**config.mk**
```make
export PLATFORM = sky130hd
export DESIGN_NAME = cc_reg_file
export DESIGN_NICKNAME = d
export VERILOG_FILES = /design/src/rtl/cc_regs_pkg.sv /design/src/rtl/cc_reg_slot.sv /design/src/rtl/cc_reg_file.sv
export SDC_FILE = /design/constraint.sdc
export NUM_CORES = 1
export LEC_CHECK = 0
export ABC_AREA = 1
export ABC_CLOCK_PERIOD_IN_PS = 2100
export BUFFER_PORTS_ARGS = -buffer_cell sky130_fd_sc_hd__buf_4
export CAP_MARGIN = 20
export CORE_AREA = 10 10 212 214
export CTS_BUF_LIST = sky130_fd_sc_hd__clkbuf_8
export DETAILED_ROUTE_END_ITERATION = 8
export DIE_AREA = 0 0 222 224
export PLACE_DENSITY = 0.64
export SYNTH_ARGS = -nofsm -noshare
export SYNTH_HDL_FRONTEND = slang
export SYNTH_SLANG_ARGS = --single-unit
```
**constraint.sdc**
```tcl
create_clock -name clk -period 2.1 [get_ports clk]
set_clock_uncertainty 0.1 [all_clocks]
set_input_delay 0.42 -clock clk [delete_from_list [all_inputs] [get_ports clk]]
set_output_delay 0.42 -clock clk [all_outputs]
set_load 0.01 [all_outputs]
```
**src/rtl/cc_regs_pkg.sv**
```systemverilog
// ============================================================================
// Module      : cc_regs_pkg
// Description : ChronoCube register map, access codes and mask helpers.
// Revision    : 1.0 - initial release
// ============================================================================
`default_nettype none

package cc_regs_pkg;

    // ChronoCube register addresses
    localparam int unsigned CC_MAIN_CTRL = 'h00;
    localparam int unsigned CC_X_POS     = 'h08;
    localparam int unsigned CC_Y_POS     = 'h09;
    localparam int unsigned CC_X_OFFSET  = 'h0c;
    localparam int unsigned CC_Y_OFFSET  = 'h0d;

    // Implemented bits per register
    localparam int unsigned CC_MAIN_CTRL_BITS = 5;
    localparam int unsigned CC_POS_BITS       = 10;
    localparam int unsigned CC_OFFSET_BITS    = 10;

    // Classic map geometry: 16 registers of 16 bits
    localparam int unsigned CC_ADDR_WIDTH = 4;
    localparam int unsigned CC_DATA_WIDTH = 16;
    localparam int unsigned CC_NUM_REGS   = 1 << CC_ADDR_WIDTH;

    // Positions come from the core, offsets are latched at frame boundaries
    localparam logic [CC_NUM_REGS-1:0] CC_RO_MASK =
        CC_NUM_REGS'((1 << CC_X_POS) | (1 << CC_Y_POS));
    localparam logic [CC_NUM_REGS-1:0] CC_DB_MASK =
        CC_NUM_REGS'((1 << CC_X_OFFSET) | (1 << CC_Y_OFFSET));

    typedef enum logic [1:0] {
        ACC_NONE  = 2'd0,
        ACC_READ  = 2'd1,
        ACC_WRITE = 2'd2,
        ACC_ERR   = 2'd3
    } acc_e;

    function automatic logic [CC_DATA_WIDTH-1:0] cc_lsb_ones(input int unsigned bits);
        return CC_DATA_WIDTH'((32'd1 << bits) - 32'd1);
    endfunction

    function automatic logic [CC_NUM_REGS*CC_DATA_WIDTH-1:0] cc_width_mask();
        logic [CC_NUM_REGS*CC_DATA_WIDTH-1:0] m;
        m = '0;
        m[CC_MAIN_CTRL*CC_DATA_WIDTH +: CC_DATA_WIDTH] = cc_lsb_ones(CC_MAIN_CTRL_BITS);
        m[CC_X_POS*CC_DATA_WIDTH     +: CC_DATA_WIDTH] = cc_lsb_ones(CC_POS_BITS);
        m[CC_Y_POS*CC_DATA_WIDTH     +: CC_DATA_WIDTH] = cc_lsb_ones(CC_POS_BITS);
        m[CC_X_OFFSET*CC_DATA_WIDTH  +: CC_DATA_WIDTH] = cc_lsb_ones(CC_OFFSET_BITS);
        m[CC_Y_OFFSET*CC_DATA_WIDTH  +: CC_DATA_WIDTH] = cc_lsb_ones(CC_OFFSET_BITS);
        return m;
    endfunction

endpackage

`default_nettype wire

```
**src/rtl/cc_reg_slot.sv**
```systemverilog
// ============================================================================
// Module      : cc_reg_slot
// Description : One register: byte-lane staging plus optional DB active copy.
// Revision    : 1.0 - initial release
// ============================================================================
`default_nettype none

module cc_reg_slot #(
    parameter int unsigned           DATA_WIDTH  = 16,
    parameter logic [DATA_WIDTH-1:0] MASK        = '1,
    parameter logic [DATA_WIDTH-1:0] RESET_VALUE = '0,
    parameter bit                    IS_DB       = 1'b0
) (
    input  logic                    clk,
    input  logic                    reset,
    input  logic                    wr_en_i,
    input  logic [DATA_WIDTH/8-1:0] be_i,
    input  logic [DATA_WIDTH-1:0]   wdata_i,
    input  logic                    commit_i,
    output logic [DATA_WIDTH-1:0]   staging_o,
    output logic [DATA_WIDTH-1:0]   active_o
);

    localparam int unsigned NBYTES = DATA_WIDTH / 8;
    localparam logic [DATA_WIDTH-1:0] RST_VAL = RESET_VALUE & MASK;

    logic [DATA_WIDTH-1:0] staging_d;
    logic [DATA_WIDTH-1:0] staging_q;

    always_comb begin
        staging_d = staging_q;
        for (int k = 0; k < NBYTES; k++) begin
            if (wr_en_i && be_i[k]) begin
                staging_d[8*k +: 8] = wdata_i[8*k +: 8] & MASK[8*k +: 8];
            end
        end
    end

    always_ff @(posedge clk) begin
        if (reset) staging_q <= RST_VAL;
        else       staging_q <= staging_d;
    end

    assign staging_o = staging_q;

    generate
        if (IS_DB) begin : g_db
            logic [DATA_WIDTH-1:0] active_q;
            // Copies the pre-write staging value when write and commit coincide
            always_ff @(posedge clk) begin
                if (reset)         active_q <= RST_VAL;
                else if (commit_i) active_q <= staging_q;
            end
            assign active_o = active_q;
        end else begin : g_direct
            logic unused_commit;
            assign unused_commit = commit_i;
            assign active_o      = staging_q;
        end
    endgenerate

endmodule

`default_nettype wire

```
**src/rtl/cc_reg_file.sv**
```systemverilog
// ============================================================================
// Module      : cc_reg_file
// Description : ChronoCube control-register file: decode, read mux, strobes.
// Revision    : 1.0 - initial release
// ============================================================================
`default_nettype none

module cc_reg_file
    import cc_regs_pkg::*;
#(
    parameter int unsigned ADDR_WIDTH = 4,
    parameter int unsigned DATA_WIDTH = 16,
    localparam int unsigned NUM_REGS  = 1 << ADDR_WIDTH,
    localparam int unsigned NBYTES    = DATA_WIDTH / 8,
    parameter logic [NUM_REGS*DATA_WIDTH-1:0] WIDTH_MASK   = '1,
    parameter logic [NUM_REGS*DATA_WIDTH-1:0] RESET_VALUES = '0,
    parameter logic [NUM_REGS-1:0]            RO_MASK      = '0,
    parameter logic [NUM_REGS-1:0]            DB_MASK      = '0
) (
    input  logic                           clk,
    input  logic                           reset,
    input  logic                           en,
    input  logic                           rd,
    input  logic                           wr,
    input  logic [NBYTES-1:0]              be,
    input  logic [ADDR_WIDTH-1:0]          addr,
    input  logic [DATA_WIDTH-1:0]          data_in,
    output logic [DATA_WIDTH-1:0]          data_out,
    output logic                           rd_valid,
    output logic                           bus_err,
    input  logic                           commit,
    input  logic [NUM_REGS*DATA_WIDTH-1:0] values_in,
    output logic [NUM_REGS*DATA_WIDTH-1:0] values_out,
    output logic [NUM_REGS-1:0]            wr_strobe
);

    localparam logic [NUM_REGS-1:0] ONE_HOT0 = NUM_REGS'(1);

    acc_e                  acc;
    logic [DATA_WIDTH-1:0] staging_w [NUM_REGS];
    logic [DATA_WIDTH-1:0] active_w  [NUM_REGS];
    logic [DATA_WIDTH-1:0] rd_word;

    logic [DATA_WIDTH-1:0] data_out_d,  data_out_q;
    logic                  rd_valid_d,  rd_valid_q;
    logic                  bus_err_d,   bus_err_q;
    logic [NUM_REGS-1:0]   wr_strobe_d, wr_strobe_q;

    // Simultaneous rd+wr and writes to read-only slots both collapse to ACC_ERR
    always_comb begin
        acc = ACC_NONE;
        if (en) begin
            if (rd && wr)  acc = ACC_ERR;
            else if (wr)   acc = RO_MASK[addr] ? ACC_ERR : ACC_WRITE;
            else if (rd)   acc = ACC_READ;
        end
    end

    generate
        for (genvar i = 0; i < NUM_REGS; i++) begin : g_slot
            cc_reg_slot #(
                .DATA_WIDTH  (DATA_WIDTH),
                .MASK        (WIDTH_MASK[i*DATA_WIDTH +: DATA_WIDTH]),
                .RESET_VALUE (RESET_VALUES[i*DATA_WIDTH +: DATA_WIDTH]),
                .IS_DB       (DB_MASK[i] && !RO_MASK[i])
            ) u_slot (
                .clk       (clk),
                .reset     (reset),
                .wr_en_i   ((acc == ACC_WRITE) && (addr == ADDR_WIDTH'(i))),
                .be_i      (be),
                .wdata_i   (data_in),
                .commit_i  (commit),
                .staging_o (staging_w[i]),
                .active_o  (active_w[i])
            );
            assign values_out[i*DATA_WIDTH +: DATA_WIDTH] =
                RO_MASK[i] ? '0 : active_w[i];
        end
    endgenerate

    always_comb begin
        if (RO_MASK[addr])
            rd_word = values_in[addr*DATA_WIDTH +: DATA_WIDTH]
                    & WIDTH_MASK[addr*DATA_WIDTH +: DATA_WIDTH];
        else
            rd_word = staging_w[addr];
    end

    always_comb begin
        data_out_d  = data_out_q;
        rd_valid_d  = 1'b0;
        bus_err_d   = 1'b0;
        wr_strobe_d = '0;
        case (acc)
            ACC_READ: begin
                data_out_d = rd_word;
                rd_valid_d = 1'b1;
            end
            ACC_WRITE: wr_strobe_d = ONE_HOT0 << addr;
            ACC_ERR:   bus_err_d   = 1'b1;
            default:   ;
        endcase
    end

    always_ff @(posedge clk) begin
        if (reset) begin
            data_out_q  <= '0;
            rd_valid_q  <= 1'b0;
            bus_err_q   <= 1'b0;
            wr_strobe_q <= '0;
        end else begin
            data_out_q  <= data_out_d;
            rd_valid_q  <= rd_valid_d;
            bus_err_q   <= bus_err_d;
            wr_strobe_q <= wr_strobe_d;
        end
    end

    assign data_out  = data_out_q;
    assign rd_valid  = rd_valid_q;
    assign bus_err   = bus_err_q;
    assign wr_strobe = wr_strobe_q;

endmodule

`default_nettype wire
```
# Word level (Yosys, flattened, before mapping)
# Memories as Yosys holds them, arrays and structs flattened.
# Cells that the tools add are included.
op_classes:
  n_lt_le_gt_ge: 2
  eq_ne: 18
  shift: 3
  mux: 12
  n_bitwise: 3
  reduce_logical: 51
op_table:
  columns: ["cell", "n"]
  rows:
  - ["256-bit by 9-bit indexed part select with 16-bit output", 1]
  - ["256-bit by 9-bit indexed part select with 16-bit output, first input constant", 1]
  - ["16-bit binary-select mux with 4-bit select", 1]
  - ["1-bit logical AND", 49]
  - ["16-bit 2-to-1 mux", 3]
  - ["4-bit equality test, second input constant", 8]
  - ["16-bit AND", 1]
  - ["4-bit by 3-bit equality test with 1-bit output, second input constant", 4]
  - ["1-bit by 4-bit << shifter with 16-bit output, first input constant", 1]
  - ["4-bit by 2-bit equality test with 1-bit output, second input constant", 2]
  - ["2-bit 2-to-1 mux", 3]
  - ["5-bit greater-or-equal comparator, second input constant", 1]
  - ["4-bit by 5-bit < comparator with 1-bit output, second input constant", 1]
  - ["1-bit 2-to-1 mux", 5]
  - ["4-bit inverter with 5-bit output", 1]
  - ["2-bit equality test, second input constant", 2]
  - ["4-bit by 1-bit equality test with 1-bit output, second input constant", 1]
  - ["4-bit zero test", 1]
  - ["2-bit by 1-bit equality test with 1-bit output, second input constant", 1]
  - ["2-bit OR reduction", 1]
  - ["1-bit inverter", 1]
totals:
  regBits: 290
  rom_bits: 16
  mem_count: 1
mem_list:
  columns: ["memory", "words", "word_bits", "read_ports", "rd_clocked_by_memory_dff", "wr", "line", "source"]
  rows:
  - ["(no name shown)", 16, 1, 1, 0, 0, "cc_reg_file.sv:82", "if (RO_MASK[addr])"]

# Longest topological paths before layout
logic_depth:
  word_depth: 9
  depth_mapped: 11
  mapped_depth_nobuf: 9

# Cells and area by module
# A second synthesis with hierarchy kept.
hier_totals:
  cells_unflattened: 2694
  hier_area_um2: 16724.8
modules_own_cells:
  columns: ["module", "instances", "cells_per_inst", "area_each_um2", "seq_area_each_um2"]
  rows:
  - ["cc_reg_slot", 16, 118, 803.3, 320.3]
  - ["cc_reg_file", 1, 806, 3872.5, 680.7]

# Worst setup path after synthesis
# No wires, ideal clock.
synth_timing:
  kind: "input-to-reg"
  startpoint: "input port addr[1]"
  endpoint: "register g_slot[0].u_slot.staging_q[0]"
  arrival_time_ps: 1431
  required_ps: 1881
  slack_ps: 450
  path_stages: 9
  path_cell_list: "buf_2 inv_4 nand2_2 buf_6 nor2_2 nand2_2 buf_6 nor3_1 nor2_1"
synth_between:
  elab_chain_len: 9
  word_cells_on_any_way: 10
  classes_between: "1 x eq/ne; 5 x mux; 3 x reduce/logical; 1 x memory"
synth_rtl:
  columns: ["element", "line", "source"]
  rows:
  - ["start, declared", "cc_reg_file.sv:26", "input logic [ADDR_WIDTH-1:0] addr,"]
  - ["memory 16 x 1 bit", null, null]
  - ["1-bit 2-to-1 mux", null, null]
  - ["1-bit 2-to-1 mux", "cc_reg_file.sv:54", "else if (wr) acc = RO_MASK[addr] ? ACC_ERR : ACC_WRITE;"]
  - ["2-bit 2-to-1 mux", "cc_reg_file.sv:54", null]
  - ["2-bit 2-to-1 mux", "cc_reg_file.sv:53", "if (rd && wr) acc = ACC_ERR;"]
  - ["2-bit 2-to-1 mux", "cc_reg_file.sv:52", "if (en) begin"]
  - ["2-bit equality test", "cc_reg_file.sv:69", ".wr_en_i ((acc == ACC_WRITE) && (addr == ADDR_WIDTH'(i))),"]
  - ["1-bit logical AND (*)", "cc_reg_file.sv:69", null]
  - ["1-bit logical AND (*)", "cc_reg_slot.sv:33", "if (wr_en_i && be_i[k]) begin"]
  - ["end signal, assigned", "cc_reg_slot.sv:41", "else staging_q <= staging_d;"]
  - ["end, declared", "cc_reg_slot.sv:28", "logic [DATA_WIDTH-1:0] staging_q;"]
# Mark *: on every way between the ends. The rest lies on a longest branch, timed or not. The select of a mux whose other input is x is not followed.
# A chain may end at the register's enable or synchronous reset.

# Worst setup path in the final report
layout_timing:
  startpoint: "input port wr"
  endpoint: "register g_slot[9].u_slot.staging_q[10]"
layout_between:
  elab_chain_len: 6
  word_cells_on_any_way: 7
  classes_between: "1 x eq/ne; 3 x mux; 3 x reduce/logical"
layout_rtl:
  columns: ["element", "line", "source"]
  rows:
  - ["start, declared", "cc_reg_file.sv:24", "input logic wr,"]
  - ["2-bit 2-to-1 mux / 1-bit logical AND (equally long branches)", "cc_reg_file.sv:54, cc_reg_file.sv:53", null]
  - ["2-bit 2-to-1 mux (*)", "cc_reg_file.sv:53", null]
  - ["2-bit 2-to-1 mux (*)", "cc_reg_file.sv:52", null]
  - ["2-bit equality test (*)", "cc_reg_file.sv:69", null]
  - ["1-bit logical AND (*)", "cc_reg_file.sv:69", null]
  - ["1-bit logical AND (*)", "cc_reg_slot.sv:33", null]
  - ["end signal, assigned", "cc_reg_slot.sv:41", null]
  - ["end, declared", "cc_reg_slot.sv:28", null]
# Mark *: on every way between the ends. The rest lies on a longest branch, timed or not.

==> run_results.csv <==
group,metric,value,unit
status,status,"complete, no violations",
setup_path,reg2reg_to,"data_out[7]$_SDFFE_PP0P_",
synthesis,syn_area_per_cell,6.658,um2
layout,nFillCells,4230,
die,num_rows,74,
placed_design,placed_cell_area,16060,um2
run,timing.max_cap.violations,0,
clock_tree,cts_max_path_buffers,3,
placed_design,gp_congestion,0.9746,
route,via_count,14030,
sta,holdWs,0.06562,ns
setup_path,start_kind,"input port",
synthesis,synth_top_area_frac,0.4451,
route,wire_per_inst,21.26,um
synthesis,synthCells,1959,
layout,multi_input_area,5732,um2
route,firstDrtPassIters,5,
layout,final_cell_area,17140,um2
setup_path,cp.arrival,2.35,ns
pwr,sequentialPowerShare,0.470,
pwr,total_leakage_power,7.447,nW
global_route,grt_pass1_wl,87310,um
setup_path,critical_path_required,2.49,ns
die,dieArea,49730,um2
route,remaining_drc_errors,0,
layout,drive_gt1_frac,0.2108,
setup_path,ff2ff_path_depth,8,
pwr,power_density,691.0,nW/um2
sta,setup_ws,0.1446,ns
placed_design,dp_hpwl,44760,um
route,avgViaCountPerCell,4.949,
die,die_y,224,um
route,drt_iter0_markers,1250,
sta,setup_viol,0,
clock_tree,clock_sinks,290,
global_route,track_usage,0.2310,
clock_tree,postCtsSetupBuffers,0,
setup_path,rrSetupSlack,0.56,ns
pwr,power_switching,3.077,mW
sta,period_share,0.9312,
global_route,overflow,0,
synthesis,synth_area_leader_cell,"dfxtp_1",
clock_tree,cts_buffers,50,
pwr,intPower,8.769,mW
placed_design,io_buffer_count,316,
sta,finalSetupTns,0,ns
min_path,hp-class,"in2reg",
synthesis,synthesis.nets,2243,
sta,slew_viol_final,0,
clock_tree,clock_latency,0.63,ns
sta,clock.fmax,511.4,MHz
sta,worst_slew_pin_slew,0.6052,ns
clock_tree,root_buffer,"clkbuf_8",
synthesis,ys_ff_latch,290,
min_path,min_to,"bus_err$_SDFF_PP0_",
die,start_util,0.3216,
synthesis,synth_area,13040,um2
die,num_io_pins,574,
pwr,switching_share,0.2597,
layout,syn2layout_area_growth,31.44,%
synthesis,synth_cell_types,21,
synthesis,synth_warnings,0,
synthesis,synth-seq-area-share,0.4451,
global_route,grt_max_degree,92,
layout,finalNetCount,2544,
pwr,ir_worst_vdd,450.2,uV
sta,rsz0062_at_grt,"no",
min_path,min_from,"en",
setup_path,endpoint_kind,"register",
synthesis,synthTopCellsByArea,"dfxtp_1, nand2_1, o21ai_0, a21oi_1, inv_1",
clock_tree,cts_tree,"yes",
min_path,hold_path_depth,3,
sta,finalCriticalPeriod,1.955,ns
die,die_width,222,um
setup_path,crit_type,"in2reg",
clock_tree,clk_pin_slew,0.06,ns
setup_path,crit_start,"wr",
clock_tree,cts.htree.levels,2,
global_route,antenna_found_initial,2,
setup_path,r2r_start,"g_slot[4].u_slot.active_o[7]$_SDFFE_PP0P_",
sta,hold_viol,0,
pwr,combPwrFrac,0.071,
die,core_area,40550,um2
global_route,grt_pass1_vias,13490,
pwr,clkPwrFrac,0.459,
setup_path,worst-path-max-fanout,16,
route,drtAntennaViolNets,0,
sta,timing.slew.headroom,0.5955,
placed_design,post-place-ws,-0.07115,ns
route,drt_wl_total,60260,um
layout,seqCellArea,5806,um2
Yosys cell counts:
master / count
nand2_1: 540
dfxtp_1: 290
o21ai_0: 269
a21oi_1: 240
inv_1: 233
nor2_1: 157
buf_2: 64
clkbuf_1: 55
nand3_1: 34
nor3_1: 30
nand3_2: 10
nor2_2: 8
nand2_2: 6
buf_4: 4
buf_6: 4
inv_2: 4
nor2_4: 3
nor4_1: 3
buf_1: 2
clkinv_1: 2
inv_4: 1
placed cells by master (no fill, tap or decap):
| cell | instances |
|---|---|
| nand2_1 | 540 |
| buf_4 | 366 |
| dfxtp_1 | 290 |
| o21ai_0 | 269 |
| inv_1 | 250 |
| a21oi_1 | 240 |
| nor2_1 | 156 |
| clkbuf_8 | 68 |
| nand3_1 | 34 |
| nor3_1 | 30 |
| nand3_2 | 10 |
| buf_12 | 10 |
| nor2_2 | 8 |
| nand2_2 | 6 |
| clkinv_2 | 6 |
| inv_2 | 4 |
| nor2_4 | 4 |
| nor4_1 | 3 |
| inv_4 | 2 |
| clkinv_1 | 2 |
| dlygate4sd3_1 | 2 |
| diode_2 | 1 |
| bufinv_16 | 1 |
registers in the layout, summed over array words and instances (netlist names):
| signal | cells |
|---|---|
| data_out | 16 |
| wr_strobe | 16 |
| rd_valid | 1 |
| bus_err | 1 |
| g_slot.u_slot.active_o | 256 |
worst max-delay path, cell delays in order:
cell and delay (ns):
dlygate4sd3_1 0.52, buf_4 0.12, nand2_1 0.10, nor2_4 0.18, buf_4 0.22, nand3_2 0.37, o21ai_0 0.32, a21oi_1 0.08
power groups by stage:
stage,Sequential (mW),Clock [mW],Combinational [mW]
detailed placement,5.69,0,0.833
floorplan,5.70,0,0.405
global route,5.57,5.79,0.907
finish,5.57,5.44,0.841
CTS,5.57,5.54,0.838
global placement,5.69,0,0.820
how the worst max path moves through the flow:
stage | endpoint | cells past startpoint | slack [ns]
floorplan | g_slot[0].u_slot.active_o[0]$_SDFFE_PP0P_ | 9 | 0.45
global placement | data_out[8]$_SDFFE_PP0P_ | 10 | -0.08
detailed placement | g_slot[15].u_slot.active_o[0]$_SDFFE_PP0P_ | 8 | -0.07
CTS | g_slot[9].u_slot.active_o[10]$_SDFFE_PP0P_ | 8 | 0.23
global route | g_slot[9].u_slot.active_o[3]$_SDFFE_PP0P_ | 8 | 0.1
finish | g_slot[9].u_slot.active_o[10]$_SDFFE_PP0P_ | 8 | 0.14
layout make-up:
| class | count | area share |
|---|---|---|
| Tap cell | 532 | 0.03883 |
| Inverter | 240 | 0.05284 |
| Clock inverter | 25 | 0.007445 |
| Sequential cell | 290 | 0.3387 |
| Multi-Input combinational cell | 1300 | 0.3344 |
| Timing Repair Buffer | 378 | 0.1731 |
| Clock buffer | 68 | 0.05459 |
| Antenna cell | 1 | 0.0001460 |
routing by layer:
metal / vias to the layer above / global-route usage / routed length [um]
met2: 670 / 0.3265 / 24270
met5: - / 0 / 11
met4: 2 / 0.09239 / 2239
met1: 6459 / 0.2970 / 26440
met3: 121 / 0.1081 / 7289
li1: 6774 / - / -
kinds of logic after synthesis:
kind of cell	Yosys count	synth area share
AO/OA/AOI/OAI	509	0.1953
buffers and inverters	369	0.1160
flip-flops	290	0.4451
AND/OR/NAND/NOR	791	0.2436
metrics by stage:
stage	total power [mW]	instances	utilization
finish	11.85	2834	0.4227
global route	12.26	2833	0.4227
CTS	11.95	2833	0.4227
detailed placement	6.522	2738	0.3959
global placement	6.508	2738	0.3959
floorplan	6.101	1959	-
repair_timing:
action                    in CTS  in global routing
hold buffers                   2                  0
hold endpoints to repair       1                  0
resized for setup              0                  0
Note: power is estimated with default switching activity, not from simulation.
